### src/rtl/pkt_classifier_pkg.sv
// rtl/pkt_classifier_pkg.sv - shared widths, ctrl codes and FSM encoding for the classifier
package pkt_classifier_pkg;

  localparam int DATA_W = 64;
  localparam int CTRL_W = 8;
  localparam int FIFO_W = 72;

  localparam logic [CTRL_W-1:0] CTRL_HDR  = 8'hFF;
  localparam logic [CTRL_W-1:0] CTRL_DATA = 8'h00;

  typedef enum logic [1:0] {
    ST_IDLE    = 2'd0,
    ST_HDR     = 2'd1,
    ST_PAYLOAD = 2'd2
  } state_t;

  function automatic logic [7:0] sat_inc8(input logic [7:0] v);
    return (v == 8'hFF) ? v : v + 8'd1;
  endfunction

endpackage

### src/rtl/sat_counter.sv
// rtl/sat_counter.sv - saturating up-counter with synchronous clear
module sat_counter #(
  parameter int W = 32
) (
  input  logic         clk,
  input  logic         rst,
  input  logic         inc,
  output logic [W-1:0] cnt
);

  always_ff @(posedge clk) begin
    if (rst) begin
      cnt <= '0;
    end else if (inc && (cnt != {W{1'b1}})) begin
      cnt <= cnt + W'(1);
    end
  end

endmodule

### src/rtl/pkt_classifier.sv
// rtl/pkt_classifier.sv - packet delineation, drop decision and stats ahead of drop_fifo
module pkt_classifier
  import pkt_classifier_pkg::*;
#(
  parameter int MATCH_WORD = 2,
  parameter int MAX_WORDS  = 200,
  parameter int CNT_W      = 32
) (
  input  logic              clk,
  input  logic              rst,
  input  logic [DATA_W-1:0] in_data,
  input  logic [CTRL_W-1:0] in_ctrl,
  input  logic              in_wr,
  output logic              in_rdy,
  input  logic              fifo_nearly_full,
  input  logic              match_en,
  input  logic [DATA_W-1:0] match_value,
  input  logic [DATA_W-1:0] match_mask,
  output logic [FIFO_W-1:0] out_fifo_data,
  output logic              fifowrite,
  output logic              firstword,
  output logic              lastword,
  output logic              drop_pkt,
  output logic [CNT_W-1:0]  pkt_cnt,
  output logic [CNT_W-1:0]  drop_cnt
);

  localparam logic [7:0] MATCH_IDX = 8'(MATCH_WORD);
  localparam logic [8:0] MAX_W9    = 9'(MAX_WORDS);

  state_t     state;
  logic [7:0] word_cnt;
  logic       drop_flag;

  logic       accepted, is_hdr, is_data;
  logic       first, write, last;
  logic [7:0] idx, next_cnt;
  logic       match_hit, over, set_cond, drop_now;

  assign in_rdy   = !rst && !fifo_nearly_full;
  assign accepted = in_wr && in_rdy;
  assign is_hdr   = (in_ctrl == CTRL_HDR);
  assign is_data  = (in_ctrl == CTRL_DATA);

  // Non-header words arriving in IDLE belong to no packet and are dropped silently.
  assign first = accepted && (state == ST_IDLE) && is_hdr;
  assign write = first || (accepted && (state != ST_IDLE));
  assign last  = accepted &&
                 (((state == ST_HDR) && !is_hdr && !is_data) ||
                  ((state == ST_PAYLOAD) && !is_data));

  // word_cnt holds the number of words already taken, i.e. the index of the current word.
  assign idx       = (state == ST_IDLE) ? 8'd0 : word_cnt;
  assign next_cnt  = first ? 8'd1 : sat_inc8(word_cnt);
  assign match_hit = match_en && (idx == MATCH_IDX) &&
                     (((in_data ^ match_value) & match_mask) == '0);
  assign over      = ({1'b0, next_cnt} > MAX_W9);
  assign set_cond  = match_hit || over;
  assign drop_now  = last && (drop_flag || set_cond);

  always_ff @(posedge clk) begin
    if (rst) begin
      state         <= ST_IDLE;
      word_cnt      <= 8'd0;
      drop_flag     <= 1'b0;
      out_fifo_data <= '0;
      fifowrite     <= 1'b0;
      firstword     <= 1'b0;
      lastword      <= 1'b0;
      drop_pkt      <= 1'b0;
    end else begin
      fifowrite <= write;
      firstword <= first;
      lastword  <= last;
      drop_pkt  <= drop_now;
      if (write) begin
        out_fifo_data <= {in_ctrl, in_data};
        word_cnt      <= next_cnt;
        drop_flag     <= first ? set_cond : (drop_flag || set_cond);
      end
      if (accepted) begin
        case (state)
          ST_IDLE:    if (is_hdr) state <= ST_HDR;
          ST_HDR:     if (is_data) state <= ST_PAYLOAD;
                      else if (!is_hdr) state <= ST_IDLE;
          ST_PAYLOAD: if (!is_data) state <= ST_IDLE;
          default:    state <= ST_IDLE;
        endcase
      end
    end
  end

  sat_counter #(.W(CNT_W)) u_pkt_cnt (
    .clk (clk),
    .rst (rst),
    .inc (last),
    .cnt (pkt_cnt)
  );

  sat_counter #(.W(CNT_W)) u_drop_cnt (
    .clk (clk),
    .rst (rst),
    .inc (drop_now),
    .cnt (drop_cnt)
  );

endmodule

### config.mk
export PLATFORM = sky130hd
export DESIGN_NAME = pkt_classifier
export DESIGN_NICKNAME = d
export VERILOG_FILES = /design/src/rtl/pkt_classifier_pkg.sv /design/src/rtl/sat_counter.sv /design/src/rtl/pkt_classifier.sv
export SDC_FILE = /design/constraint.sdc
export NUM_CORES = 1
export LEC_CHECK = 0
export ABC_AREA = 1
export BUFFER_PORTS_ARGS = -buffer_cell sky130_fd_sc_hd__buf_2
export CAP_MARGIN = 20
export CORE_MARGIN = 3
export CORE_UTILIZATION = 30
export CTS_CLUSTER_DIAMETER = 80
export DETAILED_ROUTE_END_ITERATION = 16
export HOLD_SLACK_MARGIN = 0.06
export PLACE_DENSITY_LB_ADDON = 0.3
export SYNTH_ARGS = -nofsm -noshare
export SYNTH_HDL_FRONTEND = slang
export SYNTH_SLANG_ARGS = --single-unit
### constraint.sdc
create_clock -name clk -period 2.9 [get_ports clk]
set_clock_uncertainty 0.15 [all_clocks]
set_input_delay 0.725 -clock clk [delete_from_list [all_inputs] [get_ports clk]]
set_output_delay 0.725 -clock clk [all_outputs]
set_load 0.01 [all_outputs]
==> Yosys cells after proc, flatten, opt, wreduce, memory -nomap -nowiden <==
Cells that the tools add are included.
{ "word_totals": {"in_bits": 205, "reg_bits": 151, "elab_cells": 62} }
{ "op_classes": {"n_eq_ne": 10, "n_bitwise": 2, "n_mux": 9, "n_reduce_logical": 27, "n_addsub": 3, "magnitude_cmp": 1} }
{ "op_table": {"columns": ["op", "n"], "rows": [
  ["$add 32x1->32 const B", 2],
  ["$and 64x64->64", 1],
  ["$logic_not 64->1", 1],
  ["$ne 32x32->1 const B", 2],
  ["$xor 64x64->64", 1],
  ["$mux 8", 3],
  ["$eq 8x8->1 const B", 2],
  ["$logic_and 1x1->1", 14],
  ["$add 8x1->8 const B", 1],
  ["$eq 8x2->1 const B", 1],
  ["$gt 8x8->1 const B", 1],
  ["$logic_not 8->1", 1],
  ["$mux 2", 4],
  ["$pmux 2 s3", 1],
  ["$logic_not 1->1", 4],
  ["$logic_or 1x1->1", 4],
  ["$ne 2x2->1 const B", 2],
  ["$reduce_and 4->1", 1],
  ["$ne 3x3->1 const B", 1],
  ["$eq 2x1->1 const B", 1],
  ["$eq 2x2->1 const B", 1],
  ["$logic_not 2->1", 1],
  ["$reduce_bool 2->1", 1],
  ["$mux 1", 1]
]} }

==> Logic depth before layout (Yosys ltp) <==
{ "depth": {"depth_word": 11, "mapped_depth": 16} }

==> Hierarchy <==
From an unflattened synthesis, not the netlist that was laid out.
{ "unflattened": {"hier_cells": 1368, "area_unflattened_um2": 8690.8} }
{ "by_module_without_submodules": {"columns": ["mod", "cells_each", "area_per_inst_um2", "instances"], "rows": [
  ["pkt_classifier", 720, 4566.9, 1],
  ["sat_counter", 324, 2062.0, 2]
]} }

==> Least setup slack after synthesis <==
No wires, ideal clock.
{ "synth_timing": {"path_type": "input -> register", "start": "in rst", "end": "reg u_drop_cnt.cnt[0]", "cell_stages": 16, "arrival_time_ps": 2102, "n_path_buf": 2, "slack_ps": 535, "cell_sequence": "buf_4 > nor2_8 > nand2_4 > inv_1 > nand2_1 > nor2_1 > nor2_2 > nand3_1 > nand2_1 > nand2_1 > nand2_2 > nand3_4 > nand3_4 > buf_6 > nor2_1 > nor2_1"} }
{ "synth_via": {"elab_chain_cells": 11, "word_cells_on_any_way": 12, "cone_classes": "1 x order compare; 1 x mux; 10 x reduce/logical"} }
{ "synth_lines": {"columns": ["element", "line_no", "source"], "rows": [
  ["from (decl)", "pkt_classifier.sv:10", "input logic rst,"],
  ["$logic_not 1->1 *", "pkt_classifier.sv:40", "assign in_rdy = !rst && !fifo_nearly_full;"],
  ["$logic_and 1x1->1 *", "pkt_classifier.sv:40", null],
  ["net in_rdy", "pkt_classifier.sv:14", "output logic in_rdy,"],
  ["$logic_and 1x1->1 *", "pkt_classifier.sv:41", "assign accepted = in_wr && in_rdy;"],
  ["$logic_and 1x1->1 (2 in series)", "pkt_classifier.sv:46", "assign first = accepted && (state == ST_IDLE) && is_hdr;"],
  ["$mux 8", "pkt_classifier.sv:54", "assign next_cnt = first ? 8'd1 : sat_inc8(word_cnt);"],
  ["$gt 8x8->1", "pkt_classifier.sv:57", "assign over = ({1'b0, next_cnt} > MAX_W9);"],
  ["$logic_or 1x1->1", "pkt_classifier.sv:58", "assign set_cond = match_hit || over;"],
  ["$logic_or 1x1->1", "pkt_classifier.sv:59", "assign drop_now = last && (drop_flag || set_cond);"],
  ["$logic_and 1x1->1 *", "pkt_classifier.sv:59", null],
  ["$logic_and 1x1->1 *", "sat_counter.sv:14", "end else if (inc && (cnt != {W{1'b1}})) begin"],
  ["to (signal assigned)", "sat_counter.sv:15", "cnt <= cnt + W'(1);"],
  ["to (decl)", "sat_counter.sv:8", "output logic [W-1:0] cnt"]
]} }
The timed path passes the listed nets; every way through them passes the cells marked *.
A chain may end at the register's enable or synchronous reset.

==> Worst setup path after layout <==
{ "layout_timing": {"start": "reg word_cnt[0]", "end": "reg u_drop_cnt.cnt[22]"} }
{ "layout_via": {"elab_chain_cells": 8, "word_cells_on_any_way": 13, "cone_classes": "1 x add/sub; 1 x order compare; 2 x eq/ne; 3 x mux; 6 x reduce/logical"} }
{ "layout_lines": {"columns": ["element", "line_no", "source"], "rows": [
  ["from (decl)", "pkt_classifier.sv:32", "logic [7:0] word_cnt;"],
  ["from (signal assigned)", "pkt_classifier.sv:78", "word_cnt <= next_cnt;"],
  ["$add 8x1->8 (tied with other cells)", "pkt_classifier_pkg.sv:18", "return (v == 8'hFF) ? v : v + 8'd1;"],
  ["$mux 8 / $eq 8x2->1 (equally long branches)", "pkt_classifier_pkg.sv:18, pkt_classifier.sv:55", null],
  ["$mux 8 / $logic_and 1x1->1 (equally long branches)", "pkt_classifier.sv:54, pkt_classifier.sv:55", null],
  ["$gt 8x8->1 / $logic_and 1x1->1 (equally long branches)", "pkt_classifier.sv:57, pkt_classifier.sv:55", null],
  ["$logic_or 1x1->1 *", "pkt_classifier.sv:58", null],
  ["$logic_or 1x1->1 *", "pkt_classifier.sv:59", null],
  ["$logic_and 1x1->1 *", "pkt_classifier.sv:59", null],
  ["$logic_and 1x1->1 *", "sat_counter.sv:14", null]
]} }
Mark *: on every way between the ends. The rest lies on a longest branch, timed or not.

==> out/results.env <==
SYNTHESIS.AREA_PER_INSTANCE_UM2=6.396
HP-START='out_fifo_data[69]$_SDFFE_PP0P_'
CLOCK_POWER_SHARE_PCT=47.1
GRT_PASS1_VIAS=9214
POST-SYNTH-TOP-AREA-FRACTION_PCT=35.03
POWER_SWITCHING_mW=1.202
HOLD_VIOL=0
PLACEABLECOREAREA_MM2=0.02809
WIRE_LENGTH_PER_CELL_UM=15.28
POST_CTS.REPAIR.SETUP_BUFFERS=0
CPPEAKSTAGEDELAY_PS=440
MAXCAPVIOLATIONS=0
DETAILEDROUTE.FIRSTITERATIONVIOLATIONS=437
HOLD_PATH.CLASS='reg2reg'
SYNTH_AREA_MM2=0.008628
YOSYSWARNINGS=0
DIE_WIDTH_UM=175.6
COMBPWRFRAC_PCT=8.5
TIMING.CRITICAL_PATH.TO_TYPE='register'
P_LEAK_nW=5.382
SETUP_VIOLATIONS=0
POSTCTSRESIZEDCELLS=0
FIN_TNS_SETUP_PS=0
CELL_INTERNAL_PWR_mW=3.461
MAX_FREQ_MHz=405.2
DOMINANTREGCELLSYNTH='sky130_fd_sc_hd__dfxtp_1'
CRITICAL_PATH_PEAK_FANOUT=33
DRTANTENNAVIOLNETS=0
SYNTH-SEQ-CELLS=151
TIMING.CRITICAL_PATH.CELLS='ha_1, nand2_2, nor2_4, nand2_2, nand2_1, nand2_1, nor2_2, nand3_1, nand2_1, nand2_1, nand2_2, nand3_4, nand3_4, buf_12, nand2_1, a21oi_1'
FINAL.PERIOD_UTILIZATION_PCT=85.10
SLEW_HEADROOM_PCT=44.19
R2R.WORST_PATH.CELLS=16
CLK_ROOT_BUFFER_CELL='sky130_fd_sc_hd__clkbuf_16'
ASYNC_RESET_FF_SHARE_PCT=0
DR_VIAS_CELL=4.722
FIN_TOTAL_PWR_mW=4.662
DIEHEIGHT_UM=175.6
GRT_UTIL_MET1_PCT=24.05
TRITONCTS='yes'
CRITPATHARRIVALTIME_PS=2650
NETS=1889
START_UTIL_PCT=30.72
HTREEDEPTH=4
STATUS='completed'
CPMAXSTAGEDELAYCELL='sky130_fd_sc_hd__dfxtp_1'
SYNTH_TOP_CELL_BY_AREA='sky130_fd_sc_hd__dfxtp_1'
GRT_USAGE_PCT=19.96
CRIT-REG2REG-CAPTURE='u_drop_cnt.cnt[22]$_SDFFE_PP0P_'
TIMING_WORST_SETUP_PATH_TYPE='reg2reg'
WORST_SKEW_PAIR.LATE_LATENCY_PS=420
LARGEST_NET_DEGREE_AT_THE_START_OF_GLOBAL_ROUTING=71
CTSLONGESTPATHBUFFERS=2
GROUTE.LAYER.MET3.USAGE_PCT=4.734
CLK_PIN_SLEW_PS=60
POST_CTS_HOLD_BUFFER_COUNT=0
TIMING_MAX_TRANSITION_VIOLATIONS_FINAL=0
WHS_ENDPOINT='out_fifo_data[69]$_SDFFE_PP0P_'
TOTAL_VIA_COUNT_AFTER_DETAILED_ROUTING=9798
TIMING.CRITICAL_PATH.FROM_TYPE='register'
POST-SYNTH-TOP-COUNT-CELL='sky130_fd_sc_hd__nand2_1'
SWITCHING_SHARE_PCT=25.77
TIMING.RR.START='word_cnt[0]$_SDFFE_PP0P_'
FF2FF_SETUP_SLACK_PS=430
NUMBER_OF_PLACEMENT_ROWS=61
FINALWEIGHTEDCONGESTION=0.9249
POWER.DENSITY_mW_PER_MM2=409.9
AREA_DELTA_SYNTH_FINAL_PCT=31.83
RSZ0062_AT_GRT='false'
TIMING_WORST_SLEW_PIN_VALUE_PS=837.1
GRT-BUSIEST-LAYER='met2'
DIE_AREA_MM2=0.03083
DPL.HPWL_UM=25480
SEQUENTIALPOWERSHARE_PCT=44.5
FINALHOLDWORSTSLACK_PS=308.3
GRT_FIRST_PASS_WIRELENGTH_UM=49070
GLOBAL_ROUTE_MET2_USAGE_PCT=35.26
SYNTH_CELL_TYPES=34
MAPPED_CELLS=1349
SYNTH_SEQ_AREA_SHARE_PCT=35.03
DRCVIOLATIONCOUNT=0
IO_PINS=346
PEAK_SUPPLY_DROP_uV=330.1
HOLD_PATH_DEPTH=2
POST_ROUTE_CELLS_DRIVE_ABOVE_1_SHARE_PCT=24.97
DETAIL_ROUTE.FIRST_PASS.ITERATIONS=7
CTS_BUFFERS=17
SYNTH_TOP_CELLS_BY_COUNT='413 x sky130_fd_sc_hd__nand2_1, 159 x sky130_fd_sc_hd__inv_1, 151 x sky130_fd_sc_hd__dfxtp_1'
CLOCK_SINKS=151
CRITPATHREQUIREDTIME_PS=3080
SYNTHESIS.NETS=1557
SYNTH_TOP_CELLS_BY_AREA='sky130_fd_sc_hd__dfxtp_1 35%, sky130_fd_sc_hd__nand2_1 18%, sky130_fd_sc_hd__inv_1 6.9%, sky130_fd_sc_hd__nor2_1 6.2%, sky130_fd_sc_hd__a21oi_1 5.7%'
PORT_BUFFERS=345
CELL_SEEN_MOST_OFTEN_AMONG_CRITICAL_PATH_STAGES='sky130_fd_sc_hd__nand2_1'
NUMBER_OF_ANTENNA_VIOLATIONS_AT_THE_FIRST_CHECK_IN_GLOBAL_ROUTING=8
PERIOD_MINUS_SLACK_PS=2468
ROUTE.FINAL.WIRE_LENGTH_UM=31710
FINISH.UTILIZATION_PCT=40.50
SYNTH_EDF_COUNT=0
GRT_OVERFLOW_TOTAL=0
==> sequential cells by signal, summed over array words and instances (netlist names) <==
| signal | count |
|---|---|
| drop_flag | 1 |
| state | 2 |
| out_fifo_data | 72 |
| u_drop_cnt.cnt | 32 |
| word_cnt | 8 |
| lastword | 1 |
| drop_pkt | 1 |
| firstword | 1 |
| fifowrite | 1 |
| u_pkt_cnt.cnt | 32 |
==> power by group through the flow <==
stage                     Sequential (mW)  Combinational [mW]  Clock (mW)
after floorplan                      2.12               0.171           0
after global placement               2.12               0.392           0
after detailed placement             2.12               0.398           0
after CTS                            2.07               0.399        2.24
after global routing                 2.07               0.447        2.34
final                                2.07               0.394        2.19
==> kinds of logic after synthesis <==
| kind of cell | after synthesis | synth area share, % |
|---|---|---|
| AND/OR/NAND/NOR | 760 | 38.01 |
| buffers and inverters | 214 | 9.890 |
| AO/OA/AOI/OAI | 167 | 11.15 |
| flip-flops | 151 | 35.03 |
| XOR/XNOR | 54 | 5.482 |
| adder cells (fa/ha/maj) | 3 | 0.4351 |
==> placed cells by master (no fill, tap or decap), types with 3 or more instances in the layout <==
| master | n |
|---|---|
| sky130_fd_sc_hd__nor2_1 | 142 |
| sky130_fd_sc_hd__xnor2_1 | 9 |
| sky130_fd_sc_hd__ha_1 | 3 |
| sky130_fd_sc_hd__clkinv_4 | 3 |
| sky130_fd_sc_hd__nand2_2 | 4 |
| sky130_fd_sc_hd__or2_2 | 9 |
| sky130_fd_sc_hd__inv_6 | 3 |
| sky130_fd_sc_hd__a21oi_1 | 98 |
| sky130_fd_sc_hd__nor3_1 | 38 |
| sky130_fd_sc_hd__inv_1 | 159 |
| sky130_fd_sc_hd__nand3_1 | 73 |
| sky130_fd_sc_hd__buf_4 | 15 |
| sky130_fd_sc_hd__nand2_1 | 412 |
| sky130_fd_sc_hd__dfxtp_1 | 151 |
| sky130_fd_sc_hd__buf_2 | 344 |
| sky130_fd_sc_hd__o21ai_0 | 20 |
| sky130_fd_sc_hd__buf_12 | 5 |
| sky130_fd_sc_hd__nand4_1 | 53 |
| sky130_fd_sc_hd__inv_2 | 4 |
| sky130_fd_sc_hd__nor2_2 | 3 |
| sky130_fd_sc_hd__clkbuf_16 | 17 |
| sky130_fd_sc_hd__diode_2 | 3 |
| sky130_fd_sc_hd__clkinvlp_4 | 4 |
| sky130_fd_sc_hd__xor2_1 | 45 |
| sky130_fd_sc_hd__a211oi_1 | 43 |
| sky130_fd_sc_hd__nor4_1 | 15 |
==> final cells by class <==
cell class                      count  area, um^2
Fill cell                        3115       16710
Clock inverter                     13       122.6
Timing Repair Buffer              364        1934
Inverter                          163       611.8
Antenna cell                        3       7.507
Sequential cell                   151        3023
Clock buffer                       19       442.9
Tap cell                          378       473.0
Multi-Input combinational cell    984        4760
==> per-stage QoR <==
| stage | worst slack (ps) | instance area, um^2 | cells |
|---|---|---|---|
| 6_report | 432.0 | 11370 | 2075 |
| 5_1_grt | 173.1 | 11370 | 2075 |
| 4_1_cts | 415.1 | 11370 | 2072 |
| 3_5_place_dp | 33.47 | 10800 | 2040 |
| 3_3_place_gp | 32.07 | 10800 | 2040 |
| 2_1_floorplan | 535.0 | 8628 | 1349 |
==> critical path: cells and delay by family, from the launching register on <==
family	cells	cell delay (ps)
flip-flops	1	440
AND/OR/NAND/NOR	13	1160
AO/OA/AOI/OAI	1	150
buffers and inverters	1	190
adder cells (fa/ha/maj)	1	280
==> worst max path at each step <==
stage / slack, ps / cells past startpoint / end / startpoint
finish: 430 / 16 / u_drop_cnt.cnt[22]$_SDFFE_PP0P_ / word_cnt[0]$_SDFFE_PP0P_
global route: 170 / 16 / u_drop_cnt.cnt[5]$_SDFFE_PP0P_ / word_cnt[0]$_SDFFE_PP0P_
CTS: 420 / 10 / u_pkt_cnt.cnt[1]$_SDFFE_PP0P_ / u_pkt_cnt.cnt[1]$_SDFFE_PP0P_
detailed placement: 30 / 14 / u_drop_cnt.cnt[22]$_SDFFE_PP0P_ / in_data[33]
global placement: 30 / 14 / u_drop_cnt.cnt[23]$_SDFFE_PP0P_ / in_data[33]
floorplan: 540 / 16 / u_drop_cnt.cnt[0]$_SDFFE_PP0P_ / rst
==> layer usage <==
| layer | vias to the layer above | wire, um | part of all wire (%) |
|---|---|---|---|
| met5 | - | 46 | 0.15 |
| met4 | 8 | 607 | 1.9 |
| met3 | 41 | 2015 | 6.4 |
| met2 | 340 | 15810 | 50 |
| met1 | 4375 | 13220 | 42 |
| li1 | 5034 | - | - |
Power figures use the tool's default switching activity.
